[config.mk]
export PLATFORM = sky130hd
export DESIGN_NAME = mps_multicycle_cpu
export DESIGN_NICKNAME = d
export VERILOG_FILES = /design/src/rtl/mps_multicycle_cpu.sv
export SDC_FILE = /design/constraint.sdc
export NUM_CORES = 2
export LEC_CHECK = 0
export BUFFER_PORTS_ARGS = -buffer_cell sky130_fd_sc_hd__buf_4
export CAP_MARGIN = 30
export CORE_UTILIZATION = 60
export CTS_CLUSTER_SIZE = 25
export DETAILED_ROUTE_END_ITERATION = 16
export PLACE_DENSITY = 0.8
export SLEW_MARGIN = 40
export SYNTH_ARGS = -nofsm -noshare
export SYNTH_HDL_FRONTEND = slang
export SYNTH_SLANG_ARGS = --single-unit
[constraint.sdc]
create_clock -name clock -period 4 [get_ports clock]
set_input_delay 1.2 -clock clock [delete_from_list [all_inputs] [get_ports clock]]
set_output_delay 1.2 -clock clock [all_outputs]
set_load 0.05 [all_outputs]
[src/rtl/mps_multicycle_cpu.sv]
// Multi-cycle MIPS-subset CPU with one unified req/ready memory port and an internal register file.
// Each instruction walks IDLE/FETCH/DECODE/EXEC/MEM/WB; illegal opcodes or misaligned accesses park it in HALT.
module mps_multicycle_cpu #(
  parameter logic [31:0] RESET_PC    = 32'h0000_0000,
  parameter bit          ALIGN_CHECK = 1'b1
) (
  input  logic        clock,
  input  logic        nreset,
  output logic        mem_req,
  output logic        mem_write,
  output logic [31:0] mem_addr,
  output logic [31:0] mem_wdata,
  input  logic [31:0] mem_rdata,
  input  logic        mem_ready,
  output logic [31:0] pc,
  output logic        retire,
  output logic        halted
);

  typedef enum logic [2:0] {
    S_IDLE, S_FETCH, S_DECODE, S_EXEC, S_MEM, S_WB, S_HALT
  } state_t;

  localparam logic [5:0] OP_RTYPE = 6'h00;
  localparam logic [5:0] OP_J     = 6'h02;
  localparam logic [5:0] OP_BEQ   = 6'h04;
  localparam logic [5:0] OP_BNE   = 6'h05;
  localparam logic [5:0] OP_ADDI  = 6'h08;
  localparam logic [5:0] OP_ADDIU = 6'h09;
  localparam logic [5:0] OP_ANDI  = 6'h0c;
  localparam logic [5:0] OP_ORI   = 6'h0d;
  localparam logic [5:0] OP_LUI   = 6'h0f;
  localparam logic [5:0] OP_LW    = 6'h23;
  localparam logic [5:0] OP_SW    = 6'h2b;

  localparam logic [5:0] F_ADD  = 6'h20;
  localparam logic [5:0] F_ADDU = 6'h21;
  localparam logic [5:0] F_SUB  = 6'h22;
  localparam logic [5:0] F_SUBU = 6'h23;
  localparam logic [5:0] F_AND  = 6'h24;
  localparam logic [5:0] F_OR   = 6'h25;
  localparam logic [5:0] F_XOR  = 6'h26;
  localparam logic [5:0] F_NOR  = 6'h27;
  localparam logic [5:0] F_SLT  = 6'h2a;
  localparam logic [5:0] F_SLTU = 6'h2b;

  state_t      state, state_nxt;
  logic [31:0] ir, rs_q, rt_q, imm_q, alu_q, mdr;
  logic [31:0] regs [32];

  logic [5:0]  op, funct;
  logic [4:0]  rs_idx, rt_idx, rd_idx, wb_idx;
  logic [31:0] imm_ext, alu_res;
  logic        legal, is_mem_op, misalign, branch_taken;

  assign op     = ir[31:26];
  assign rs_idx = ir[25:21];
  assign rt_idx = ir[20:16];
  assign rd_idx = ir[15:11];
  assign funct  = ir[5:0];
  assign wb_idx = (op == OP_RTYPE) ? rd_idx : rt_idx;

  assign is_mem_op    = (op == OP_LW) || (op == OP_SW);
  assign misalign     = ALIGN_CHECK && is_mem_op && (alu_res[1:0] != 2'b00);
  assign branch_taken = ((op == OP_BEQ) && (rs_q == rt_q)) ||
                        ((op == OP_BNE) && (rs_q != rt_q));
  assign mem_wdata    = rt_q;

  // NOTE: every signal written in an always_comb gets a default first, otherwise a latch is inferred.
  always_comb begin
    legal = 1'b0;
    case (op)
      OP_RTYPE: legal = funct inside {F_ADD, F_ADDU, F_SUB, F_SUBU, F_AND,
                                      F_OR, F_XOR, F_NOR, F_SLT, F_SLTU};
      OP_J, OP_BEQ, OP_BNE, OP_ADDI, OP_ADDIU,
      OP_ANDI, OP_ORI, OP_LUI, OP_LW, OP_SW: legal = 1'b1;
      default: legal = 1'b0;
    endcase
  end

  // andi/ori zero-extend, lui pre-shifts; everything else sign-extends
  always_comb begin
    imm_ext = {{16{ir[15]}}, ir[15:0]};
    case (op)
      OP_ANDI, OP_ORI: imm_ext = {16'h0000, ir[15:0]};
      OP_LUI:          imm_ext = {ir[15:0], 16'h0000};
      default:         imm_ext = {{16{ir[15]}}, ir[15:0]};
    endcase
  end

  always_comb begin
    alu_res = '0;
    if (op == OP_RTYPE) begin
      case (funct)
        F_ADD, F_ADDU: alu_res = rs_q + rt_q;
        F_SUB, F_SUBU: alu_res = rs_q - rt_q;
        F_AND:         alu_res = rs_q & rt_q;
        F_OR:          alu_res = rs_q | rt_q;
        F_XOR:         alu_res = rs_q ^ rt_q;
        F_NOR:         alu_res = ~(rs_q | rt_q);
        F_SLT:         alu_res = {31'd0, $signed(rs_q) < $signed(rt_q)};
        F_SLTU:        alu_res = {31'd0, rs_q < rt_q};
        default:       alu_res = '0;
      endcase
    end else begin
      case (op)
        OP_ANDI: alu_res = rs_q & imm_q;
        OP_ORI:  alu_res = rs_q | imm_q;
        OP_LUI:  alu_res = imm_q;
        default: alu_res = rs_q + imm_q;
      endcase
    end
  end

  // NOTE: sequential state is assigned with non-blocking <= so every flop samples pre-edge values.
  always_ff @(posedge clock or negedge nreset) begin
    if (!nreset) state <= S_IDLE;
    else         state <= state_nxt;
  end

  always_comb begin
    state_nxt = state;
    mem_req   = 1'b0;
    mem_write = 1'b0;
    mem_addr  = pc;
    retire    = 1'b0;
    halted    = 1'b0;
    case (state)
      S_IDLE:   state_nxt = S_FETCH;
      S_FETCH: begin
        mem_req = 1'b1;
        if (mem_ready) state_nxt = S_DECODE;
      end
      S_DECODE: state_nxt = legal ? S_EXEC : S_HALT;
      S_EXEC: begin
        if ((op == OP_BEQ) || (op == OP_BNE) || (op == OP_J)) begin
          retire    = 1'b1;
          state_nxt = S_FETCH;
        end else if (is_mem_op) begin
          state_nxt = misalign ? S_HALT : S_MEM;
        end else begin
          state_nxt = S_WB;
        end
      end
      S_MEM: begin
        mem_req   = 1'b1;
        mem_write = (op == OP_SW);
        mem_addr  = alu_q;
        if (mem_ready) begin
          retire    = (op == OP_SW);
          state_nxt = (op == OP_SW) ? S_FETCH : S_WB;
        end
      end
      S_WB: begin
        retire    = 1'b1;
        state_nxt = S_FETCH;
      end
      S_HALT:   halted = 1'b1;
      default:  state_nxt = S_IDLE;
    endcase
  end

  // NOTE: the register file is reset, so it must map to flops rather than a RAM macro.
  always_ff @(posedge clock or negedge nreset) begin
    if (!nreset) begin
      pc    <= RESET_PC;
      ir    <= '0;
      rs_q  <= '0;
      rt_q  <= '0;
      imm_q <= '0;
      alu_q <= '0;
      mdr   <= '0;
      for (int i = 0; i < 32; i++) regs[i] <= '0;
    end else begin
      case (state)
        S_FETCH: begin
          if (mem_ready) begin
            ir <= mem_rdata;
            pc <= pc + 32'd4;
          end
        end
        S_DECODE: begin
          rs_q  <= regs[rs_idx];
          rt_q  <= regs[rt_idx];
          imm_q <= imm_ext;
        end
        S_EXEC: begin
          alu_q <= alu_res;
          // pc already points past the branch, so the offset is relative to pc_old+4
          if (branch_taken)    pc <= pc + (imm_q << 2);
          else if (op == OP_J) pc <= {pc[31:28], ir[25:0], 2'b00};
        end
        S_MEM: begin
          if (mem_ready && (op == OP_LW)) mdr <= mem_rdata;
        end
        S_WB: begin
          // regs[0] is never written, so it keeps reading zero
          if (wb_idx != 5'd0) regs[wb_idx] <= (op == OP_LW) ? mdr : alu_q;
        end
        default: ;
      endcase
    end
  end

endmodule

==> results.py <==
metrics = {
    "outcome": {
        "outcome": "completed",
    },
    "clock_tree": {
        "clkSinkCount": 1249,
        "insertion_delay_ns": 0.82,
        "clk_pin_slew_worst_paths_ns": 0.06,
        "ctsHoldBuffers": 0,
        "cts_htree_levels": 4,
        "cts_tree": "yes",
        "cts_made_buffers": 135,
        "cts-root-buf": "clkbuf_16",
        "cts.path.max_buffers": 3,
    },
    "worst_setup_path": {
        "crit_path_end_kind": "register",
        "critPathKind": "reg -> reg",
        "cp.arrival_ns": 4.57,
        "crit_required_ns": 4.66,
        "critPathMaxFanout": 8,
        "reg2reg_to": "alu_q[28]",
        "r2r_slack_ns": 0.08,
        "worst-r2r-cell-count": 14,
        "r2r_start": "rs_q[8]",
        "critPathLaunchType": "register",
    },
    "routing": {
        "vias": 60100,
        "post_drt_wl_per_cell_um": 30.9,
        "drc_errors": 0,
        "drt-pass1-iter-count": 8,
        "drt.antenna.violating_nets": 0,
        "drt_first_iter_violations": 8545,
        "drt-total-wl_um": 257000,
        "viasPerCell": 7.21,
    },
    "grt": {
        "overflow": 0,
        "grt_pass1_vias": 59800,
        "grt_start_max_net_pins": 116,
        "grt_usage_pct": 43.1,
        "grt_pass1_wl_um": 384000,
        "antenna_found_initial": 13,
    },
    "min_path": {
        "holdCritPathClass": "in -> async",
    },
    "yosys": {
        "synth_edf_count": 0,
        "netlist_area_mm2": 0.0717,
        "synth-seq-cells": 1249,
        "syn_area_per_cell_um2": 10.7,
        "netlist_instances": 6724,
        "ys_warn_count": 0,
        "ys_seq_area_share_pct": 43.6,
        "synth_cell_types": 95,
        "synth_ff_type": "dfrtp_1",
        "synth-async-reset-ratio_pct": 100,
    },
    "floorplan": {
        "die_area_mm2": 0.121,
        "initial_core_util_pct": 60.6,
        "core_region_area_mm2": 0.118,
        "die_w_um": 348,
        "io_pins": 135,
        "die_h_um": 348,
        "rows": 126,
    },
    "timing": {
        "fin_skew_ns": 0.0390,
        "hold_viol_final": 0,
        "maxSlewHeadroom_pct": 38.3,
        "setup_viol": 0,
        "worst_slew_pin_slew_ns": 0.925,
        "max_clock_freq_mhz": 255,
        "fin_hold_ws_ns": 0.365,
        "min_period_over_period_pct": 97.9,
        "period_needed_ns": 3.92,
        "slew_viol_final": 0,
    },
    "placement": {
        "gp_congestion": 1.03,
        "portBuffers": 132,
        "dp_hpwl_um": 168000,
    },
    "power_and_ir_drop": {
        "powerDensity_mw_per_mm2": 895,
        "leakage_nw": 34.7,
        "vdd.ir_drop.worst_mv": 0.549,
    },
    "final_layout": {
        "final_nets": 6924,
        "drive_above_1_share_pct": 21.6,
        "fillers": 8322,
        "final_core_util_pct": 67.8,
        "area_growth_pct": 11.9,
    },
    "job": {
        "cap_viol_max_count": 0,
    },
}
## cell usage after synthesis, types with 25 or more instances
cell type,number,area [um^2]
dfrtp_1,1249,31300
nand2_1,909,3410
o21ai_0,761,3810
mux4_2,640,14400
nor2_1,612,2300
a21oi_1,597,2990
clkbuf_1,445,1670
ha_1,190,2380
inv_1,158,593
mux2i_1,128,1280
buf_2,85,425
buf_1,69,259
xnor2_1,66,578
a31oi_1,63,394
nand3_1,55,275
nor3_1,46,230
a21o_1,43,323
a211oi_1,33,248
xor2_1,33,289
mux2_1,30,338
mux2_2,28,315
o22ai_1,26,163
a22oi_1,25,188
and3_1,25,156
## kinds of logic after synthesis
logic type | share of synthesized area, %
fa+ha+maj | 3.43
compound gates | 14.2
buf+inv | 4.32
flops | 43.6
mux | 22.8
xor+xnor | 1.21
simple gates | 10.4
other cells | 0.00523
## power by group
group / switching [mW] / leakage [nW] / internal (mW) / total, mW
registers: 5.06 / 16.8 / 16.9 / 21.9
clock network: 5.58 / 2.23 / 7.43 / 13.0
logic: 21.6 / 15.6 / 15.1 / 36.8
## sequential cells by signal, summed over array words and instances (netlist names)
register   flops
rs_q          32
regs        1024
ir            32
mdr           32
alu_q         32
state          3
mem_wdata     32
imm_q         32
pc            30
## cells in the final DEF (no fill, tap or decap), drive strengths merged, types with 43 or more instances in the layout
| cell | count |
|---|---|
| buf | 451 |
| o21ai | 783 |
| a21o | 43 |
| xnor2 | 66 |
| a21oi | 598 |
| ha | 190 |
| mux2i | 129 |
| mux2 | 58 |
| nand2 | 913 |
| a31oi | 63 |
| nand3 | 59 |
| mux4 | 640 |
| nor3 | 48 |
| dfrtp | 1249 |
| nor2 | 625 |
| inv | 167 |
| clkbuf | 197 |
## worst max path at each step
stage	start	to	slack [ns]	depth (start not counted)
4_1_cts	rs_q[8]	alu_q[28]	0.02	14
5_1_grt	imm_q[4]	alu_q[29]	-0.004	13
3_3_place_gp	rs_q[8]	alu_q[28]	-0.19	14
3_5_place_dp	rs_q[8]	alu_q[28]	-0.15	14
6_report	rs_q[8]	alu_q[28]	0.08	14
2_1_floorplan	mem_wdata[14]	pc[28]	0.31	13
## cell type report
type / instances / area, um^2 / area share [%]
antenna: 4 / 10.0 / 0.0125
inverter: 160 / 601 / 0.749
clock inverter: 48 / 591 / 0.737
clock buffer: 197 / 3980 / 4.96
sequential: 1249 / 31300 / 39.0
multi-input combinational: 4698 / 37600 / 47.0
tap: 1536 / 1920 / 2.40
timing repair buffer: 451 / 4130 / 5.15
## metrics by stage
step                instances  setup slack (ns)  power (mW)   TNS, ns  instance area, um^2
finish                   8343            0.0841        71.7         0                80200
global route             8339          -0.00356        74.6  -0.00356                80200
CTS                      8338            0.0225        70.5         0                80100
detailed placement       8093            -0.155        57.2    -0.155                75500
global placement         8092            -0.191        56.2    -0.191                75500
floorplan                6725             0.311        44.4         0                71700
## metal layers
metal	vias to the layer above	GRT usage, %	wire, um
li1	24400	-	-
met1	29900	56.1	90700
met2	4660	63.9	114000
met3	1188	12.8	33400
met4	14	27.0	18900
met5	-	0	91
## worst max-delay path, stage by stage, from the launching register on
cell and delay, ns:
dfrtp_2 0.50, inv_1 0.24, ha_1 0.32, buf_4 0.18
a21oi_1 0.32, o2111ai_1 0.18, a21o_1 0.22, a311oi_1 0.27
buf_4 0.18, o211ai_1 0.17, a21o_1 0.27, a31oi_2 0.25
mux2i_1 0.12, a211oi_2 0.41, o21ai_1 0.14
## repair_timing
item                                    CTS  global route
endpoints found under the setup margin    1            13
buffers inserted                          0             1
gates resized for setup                   1            13
pin swaps                                 0             3
No activity file was read; power rests on OpenSTA's default activity.
